===== src/rtl/uart_tx_sched.sv =====
// Round-robin scheduler sharing one UART transmitter among NUM_REQ byte producers.
// Optional macro UART_TX_SCHED_HDR_EN: prefix each grant with a header byte {1'b1, 0.., k}.
module uart_tx_sched #(
    parameter int NUM_REQ        = 4,
    parameter int DATA_WIDTH     = 8,
    parameter int TIMEOUT_CYCLES = 16
) (
    input  logic                          i_clk_sys,
    input  logic                          i_rst,
    input  logic [NUM_REQ-1:0]            i_req_valid,
    input  logic [NUM_REQ*DATA_WIDTH-1:0] i_req_data,
    output logic [NUM_REQ-1:0]            o_req_ready,
    output logic [NUM_REQ-1:0]            o_grant,
    output logic [DATA_WIDTH-1:0]         o_data_tx,
    output logic                          o_data_valid,
    input  logic                          i_tx_ready,
    output logic                          o_busy,
    output logic                          o_timeout
);

    localparam int IDX_W = (NUM_REQ > 1) ? $clog2(NUM_REQ) : 1;
    localparam int CNT_W = $clog2(TIMEOUT_CYCLES + 1);

    typedef enum logic [1:0] {
        S_IDLE,
        S_ISSUE,
        S_WAIT_BUSY,
        S_WAIT_DONE
    } state_t;

    state_t                 state;
    logic [IDX_W-1:0]       last;
    logic [IDX_W-1:0]       owner;
    logic [CNT_W-1:0]       cnt;

    logic                   pick_found;
    logic [IDX_W-1:0]       pick_idx;
    logic [NUM_REQ-1:0]     pick_oh;
    logic [DATA_WIDTH-1:0]  pick_data;

`ifdef UART_TX_SCHED_HDR_EN
    logic                   hdr_phase;
    logic [DATA_WIDTH-1:0]  payload;
    logic [DATA_WIDTH-1:0]  hdr_byte;

    always_comb begin
        hdr_byte                  = '0;
        hdr_byte[DATA_WIDTH-1]    = 1'b1;
        hdr_byte[IDX_W-1:0]       = pick_idx;
    end
`endif

    // First valid requester searching upward from last+1, wrapping.
    always_comb begin
        int unsigned cand;
        pick_found = 1'b0;
        pick_idx   = '0;
        cand       = 0;
        for (int unsigned i = 0; i < NUM_REQ; i++) begin
            cand = (32'(last) + 1 + i) % NUM_REQ;
            if (!pick_found && i_req_valid[cand]) begin
                pick_found = 1'b1;
                pick_idx   = IDX_W'(cand);
            end
        end
        pick_oh   = NUM_REQ'(1) << pick_idx;
        pick_data = i_req_data[int'(pick_idx)*DATA_WIDTH +: DATA_WIDTH];
    end

    always_ff @(posedge i_clk_sys) begin
        if (i_rst) begin
            state        <= S_IDLE;
            last         <= IDX_W'(NUM_REQ - 1);
            owner        <= '0;
            cnt          <= '0;
            o_req_ready  <= '0;
            o_grant      <= '0;
            o_data_tx    <= '0;
            o_data_valid <= 1'b0;
            o_busy       <= 1'b0;
            o_timeout    <= 1'b0;
`ifdef UART_TX_SCHED_HDR_EN
            hdr_phase    <= 1'b0;
            payload      <= '0;
`endif
        end else begin
            o_req_ready  <= '0;
            o_data_valid <= 1'b0;
            o_timeout    <= 1'b0;
            case (state)
                S_IDLE: begin
                    if (i_tx_ready && pick_found) begin
                        owner        <= pick_idx;
                        o_grant      <= pick_oh;
                        o_req_ready  <= pick_oh;
                        o_data_valid <= 1'b1;
                        o_busy       <= 1'b1;
                        state        <= S_ISSUE;
`ifdef UART_TX_SCHED_HDR_EN
                        o_data_tx    <= hdr_byte;
                        payload      <= pick_data;
                        hdr_phase    <= 1'b1;
`else
                        o_data_tx    <= pick_data;
`endif
                    end
                end
                S_ISSUE: begin
                    cnt   <= '0;
                    state <= S_WAIT_BUSY;
                end
                S_WAIT_BUSY: begin
                    // o_timeout is raised one cycle early so the re-strobe lands right after it.
                    if (cnt == CNT_W'(TIMEOUT_CYCLES - 1)) begin
                        o_data_valid <= 1'b1;
                        state        <= S_ISSUE;
                    end else if (!i_tx_ready) begin
                        state <= S_WAIT_DONE;
                    end else begin
                        cnt <= cnt + 1'b1;
                        if (cnt == CNT_W'(TIMEOUT_CYCLES - 2))
                            o_timeout <= 1'b1;
                    end
                end
                S_WAIT_DONE: begin
                    if (i_tx_ready) begin
`ifdef UART_TX_SCHED_HDR_EN
                        if (hdr_phase) begin
                            hdr_phase    <= 1'b0;
                            o_data_tx    <= payload;
                            o_data_valid <= 1'b1;
                            state        <= S_ISSUE;
                        end else begin
                            last    <= owner;
                            o_grant <= '0;
                            o_busy  <= 1'b0;
                            state   <= S_IDLE;
                        end
`else
                        last    <= owner;
                        o_grant <= '0;
                        o_busy  <= 1'b0;
                        state   <= S_IDLE;
`endif
                    end
                end
                default: state <= S_IDLE;
            endcase
        end
    end

endmodule


===== config.mk =====
export PLATFORM = sky130hd
export DESIGN_NAME = uart_tx_sched
export DESIGN_NICKNAME = d
export VERILOG_FILES = /design/src/rtl/uart_tx_sched.sv
export SDC_FILE = /design/constraint.sdc
export NUM_CORES = 1
export LEC_CHECK = 0
export CELL_PAD_IN_SITES_DETAIL_PLACEMENT = 1
export CELL_PAD_IN_SITES_GLOBAL_PLACEMENT = 1
export CORE_MARGIN = 1.5
export CORE_UTILIZATION = 37
export CTS_BUF_LIST = sky130_fd_sc_hd__clkbuf_8
export DETAILED_ROUTE_END_ITERATION = 6
export PLACE_DENSITY = 0.87
export SYNTH_ARGS = -nofsm -noshare
export SYNTH_HDL_FRONTEND = slang
export SYNTH_SLANG_ARGS = --single-unit

===== constraint.sdc =====
create_clock -name i_clk_sys -period 4.7 [get_ports i_clk_sys]
set_clock_uncertainty 0.05 [all_clocks]
set_input_delay 0.705 -clock i_clk_sys [delete_from_list [all_inputs] [get_ports i_clk_sys]]
set_output_delay 0.705 -clock i_clk_sys [all_outputs]
set_load 0.1 [all_outputs]

Yosys cells after proc, flatten, opt, wreduce, memory -nomap -nowiden:

Index checks and enable logic that the tools add are counted.

* flip-flop bits (word level): 30
* input port bits: 39
* word-level logic and storage cells: 86
* output and inout bits: 19

* shifts and indexed selects: 2
* add/sub/neg operators: 5
* mux-type cells: 34
* magnitude comparators: 4
* bitwise logic cells: 4
* reduce and logical (&&, ||, !) cells: 17
* eq/ne operators: 10

Operators by type and width (count)
* $shiftx 32x6->8: 1
* $mux 2: 8
* $mux 1: 13
* $lt 2x3->1 const B: 4
* $eq 5x4->1 const B: 2
* $mux 5: 2
* $pmux 5 s2: 1
* $reduce_and 3->1: 3
* $bmux 1 s2: 4
* $mux 4: 2
* $ne 2x2->1 const B: 4
* $pmux 2 s4: 1
* $pmux 4 s2: 1
* $add 5x1->5 const B: 1
* $add 2x1->2 const B: 2
* $add 2x2->2 const B: 2
* $eq 2x2->1 const B: 2
* $logic_and 1x1->1: 4
* $not 1->1: 4
* $pmux 1 s2: 2
* $reduce_and 2->1: 2
* $reduce_bool 2->1: 2
* $reduce_or 4->1: 1
* $shl 1x2->4 const A: 1
* 5 further kinds: 7

Longest topological paths before layout:

* word-level depth: 16
* depth in mapped cells: 8
* depth with buffers taken out: 7

Worst setup path after synthesis:

Ideal clock, no wire load.

* path kind: input-to-reg
* from: in i_req_valid[1]
* to: reg o_grant[0]
* library setup time: 0.128 ns
* buffers on the path: 2
* cell stages on the path: 7
* slack: 2.627 ns
* arrival time: 1.895 ns
* cell sequence: or4_4 -> and3_4 -> buf_6 -> nand2_4 -> buf_8 -> a2bb2oi_2 -> nor2_1

* cells in the longest elaborated chain, start to end: 15
* elaborated cells on any way between the ends: 28
* those cells by class: eq/ne: 1; shift: 1; mux: 18; reduce/logical: 8

RTL lines
* start: declaration: RTL line 10 `input logic [NUM_REQ-1:0] i_req_valid,`
* $bmux 1 s2: RTL line 61 `if (!pick_found && i_req_valid[cand]) begin`
* $mux 1 (implied by the code): RTL line 61
* $mux 1: RTL line 61
* $logic_not 1->1: RTL line 61
* $logic_and 1x1->1: RTL line 61
* $mux 1: RTL line 61
* $logic_not 1->1: RTL line 61
* $logic_and 1x1->1: RTL line 61
* $mux 1: RTL line 61
* $logic_not 1->1: RTL line 61
* $logic_and 1x1->1: RTL line 61
* $mux 2 or $mux 1 (tied branches): RTL line 61
* $shl 1x2->4 or $logic_and 1x1->1 (tied branches): RTL line 66, 92
* $mux 4 or $ne 2x2->1 (tied branches)
* $pmux 4 s2 or $reduce_and 3->1 (tied branches)
* end signal: assignment: RTL line 94 `o_grant <= pick_oh;`
* end: declaration: RTL line 13 `output logic [NUM_REQ-1:0] o_grant,`

Parallel ways exist; a longest one is shown, timed or not. The select of a mux whose other input is x is not followed.
A chain may end at the register's enable or synchronous reset.

Worst setup path after layout:

* from: reg o_data_tx[0]
* to: out o_data_tx[0]

RTL lines
* start: declaration: RTL line 14 `output logic [DATA_WIDTH-1:0] o_data_tx,`
* start signal: assignment: RTL line 104 `o_data_tx <= pick_data;`

No word-level cell between the ends.

==> run summary <==
Outcome -> finished, final reports clean
CP max stage cell -> clkdlybuf4s50_1
WP data arrival -> 1800 ps
Hold EP -> o_timeout
Top post-synthesis cells by area -> dfxtp_1 36%, a211oi_2 9.1%, mux2i_1 7.3%, a211oi_1 4.5%, o21bai_1 3.6%
Mux cell area share after synthesis -> 7.27%
Fmax -> 0.391 GHz
Avg WL per Cell -> 16.5 µm
Synth top cells by count -> 30 x dfxtp_1, 14 x nor2_1, 12 x a211oi_2, 12 x inv_1, 12 x mux2i_1
Critical Path RT -> 3940 ps
Share of cells above drive strength 1 -> 13.7%
H-Tree Depth -> 2
Largest family of logic cells by synthesized area -> compound AO/OA/AOI/OAI gates
Initial Util -> 38.2%
Switching power -> 0.000262 W
Post-synth EDFFs -> 0
Power Density -> 318 mW/mm²
Crit end category -> output pin
Synthesis-stage register bit count -> 30
Synth Area in Compound Gates -> 27.4%
Overall power -> 0.000732 W
Antenna diodes -> 0
Setup TNS -> 0 ps
Clock power share -> 28.5%
Antenna-violating nets left -> 0
Switching Share -> 35.8%
Placed Instances -> 271
Setup bufs post-CTS -> 0
HP Class -> reg2reg
Worst r2r src -> cnt[0]
DP HPWL -> 3420 µm
Post-Syn Area per Cell -> 9.60 µm²
Logic pwr share -> 32.9%
Simple-gate area share of the yosys netlist -> 18.3%
Most common cell in the netlist -> dfxtp_1
Share of the synthesized area in the top cell type -> 36.4%
Final GP Congestion -> 0.848
PostCTS Resize Cnt -> 0
Pins Over Slew Limit -> 0
Vias/cell -> 5.28
Overall die height -> 69.8 µm
Crit-path leading delay family -> buffers and inverters
Hold_buf cts -> 0
P_int -> 0.000470 W
Share of power burned in registers -> 38.6%
Number of global-route vias before repair -> 1547
Unique masters post-synth -> 43
Die Wd -> 69.8 µm
Synthesized instance count -> 172
Relative slew margins -> 29.3%
Fin crit share -> 54.5%
Fin nets -> 268
Die area -> 0.00487 mm²
Post-Route WL -> 4610 µm
Crit-path cells -> clkdlybuf4s50_1
Cell Area, Synth -> 0.00165 mm²
CORE AREA -> 0.00432 mm²
Clock Latency Late Sink -> 280 ps
CTS Sinks -> 30
Std cell rows -> 24
Maxcap violations -> 0
Reg2reg end -> cnt[3]
Max incr delay on CP -> 1150 ps
Remaining DRCs -> 0
Async SR Flop Fraction -> 0%
Crit Path Class -> reg2out
I/O Buffers -> 57
TritonCTS Buffers -> 5
DRT iter0 DRCs -> 55
FF-to-FF setup slack -> 2650 ps
GRT Overall Usage -> 20.2%
First-pass GRT wire length -> 7650 µm
RSZ-0062 raised after global routing -> false
Highest Signal Layer -> met4
Initial antenna violation count -> 0
Clk buf depth -> 2
Post-synthesis net count -> 214
Hold wc startpoint -> cnt[4]
Leak -> 0.911 nW
CTS tree -> built
Main synth FF type -> dfxtp_1
Clk pin slew, worst setup/hold paths -> 60 ps
Syn-to-layout area delta -> 39.4%
Largest net degree at the start of global routing -> 33
Grt total ovfl -> 0
Post-Synth XOR/XNOR Area -> 1.06%
Worst-Margin Slew -> 1060 ps
Crit path max fanout -> 2
Post-synthesis adder-cell area fraction -> 2.27%
1st-pass router iterations -> 4
Peak supply drop -> 0.196 mV
Register area share after synthesis -> 36.4%
WHS Path Cells -> 1
# setup viols final -> 0
Synth area leader -> dfxtp_1
Root Driver -> clkbuf_8
Detailed-route via count -> 1473
Met1 WL -> 1920 µm
Yosys Warn Count -> 0
I/O Pins -> 58
Met2 routed wirelength -> 2460 µm
Buf/Inv on CP -> 1
Tmin final -> 2560 ps
R2R depth -> 7
Layout Cells excl Fill -> 279
Fin. Hold Viols -> 0
Crit start category -> register
Met3 Routed Length -> 188 µm
flip-flops by register name, indices dropped and copies added, names as in the netlist:
| signal | cells |
|---|---|
| o_data_tx | 8 |
| owner | 2 |
| last | 2 |
| cnt | 5 |
| o_busy | 1 |
| o_data_valid | 1 |
| o_timeout | 1 |
| state | 2 |
| o_req_ready | 4 |
| o_grant | 4 |
layout by cell type, fill, tap and decap left out, drive strengths merged, types with 3 or more instances in the layout:
| cell | count |
|---|---|
| inv | 13 |
| and3 | 3 |
| clkbuf | 6 |
| nor2 | 15 |
| a21oi | 8 |
| nor3 | 7 |
| dfxtp | 30 |
| nand2b | 4 |
| nand2 | 7 |
| clkdlybuf4s50 | 57 |
| mux2i | 12 |
| ha | 3 |
| nor2b | 3 |
| nand3 | 3 |
| o21bai | 8 |
| a211oi | 22 |
kinds of logic after synthesis:
family,after synthesis
and+or+nand+nor,54
AOI/OAI and AO/OA,49
DFF,30
buffers and inverters,22
muxes,12
adders and majority gates,3
xor gates and xnor gates,2
metrics by stage:
step | setup WS, ps | hold WS (ps) | util, % | cell area (µm²)
after floorplan | 2630 | 370 | - | 1650
after global routing | 2090 | 446 | 53.2 | 2300
final | 2140 | 410 | 53.2 | 2300
after detailed placement | 1930 | 395 | 51.1 | 2210
after CTS | 2140 | 404 | 53.2 | 2300
after global placement | 2050 | 401 | 51.1 | 2210
layer usage:
| metal | track usage (%) | up-vias |
|---|---|---|
| li1 | - | 726 |
| met5 | 0 | - |
| met4 | 5.13 | 0 |
| met1 | 22.8 | 709 |
| met3 | 5.38 | 5 |
| met2 | 37.4 | 33 |
worst max-delay path by stage:
stage	start	endpoint	slack (ps)	depth (start not counted)
2_1_floorplan	i_req_valid[1]	o_grant[0]	2630	7
3_3_place_gp	i_req_valid[3]	o_data_tx[6]	2050	6
3_5_place_dp	i_req_valid[2]	o_data_tx[4]	1930	6
4_1_cts	o_grant[1]	o_grant[1]	2140	1
5_1_grt	i_req_valid[3]	o_data_tx[6]	2090	6
6_report	o_data_tx[0]	o_data_tx[0]	2140	1
cell type report:
class | instances | area (µm²)
inverters | 12 | 45.0
repair buffers | 57 | 571
well taps | 52 | 65.1
fillers | 507 | 2020
multi-input cells | 120 | 930
clock inverters | 2 | 8.76
flip-flops and latches | 30 | 601
clock buffers | 6 | 82.6
power groups by stage:
stage / Clock (W) / Combinational (W) / Sequential, W
after floorplan: 0 / 0.0000867 / 0.000372
after global placement: 0 / 0.000236 / 0.000287
after detailed placement: 0 / 0.000240 / 0.000288
after CTS: 0.000216 / 0.000242 / 0.000283
after global routing: 0.000230 / 0.000254 / 0.000284
final: 0.000209 / 0.000241 / 0.000282
Note: power is estimated with default switching activity, not from simulation.
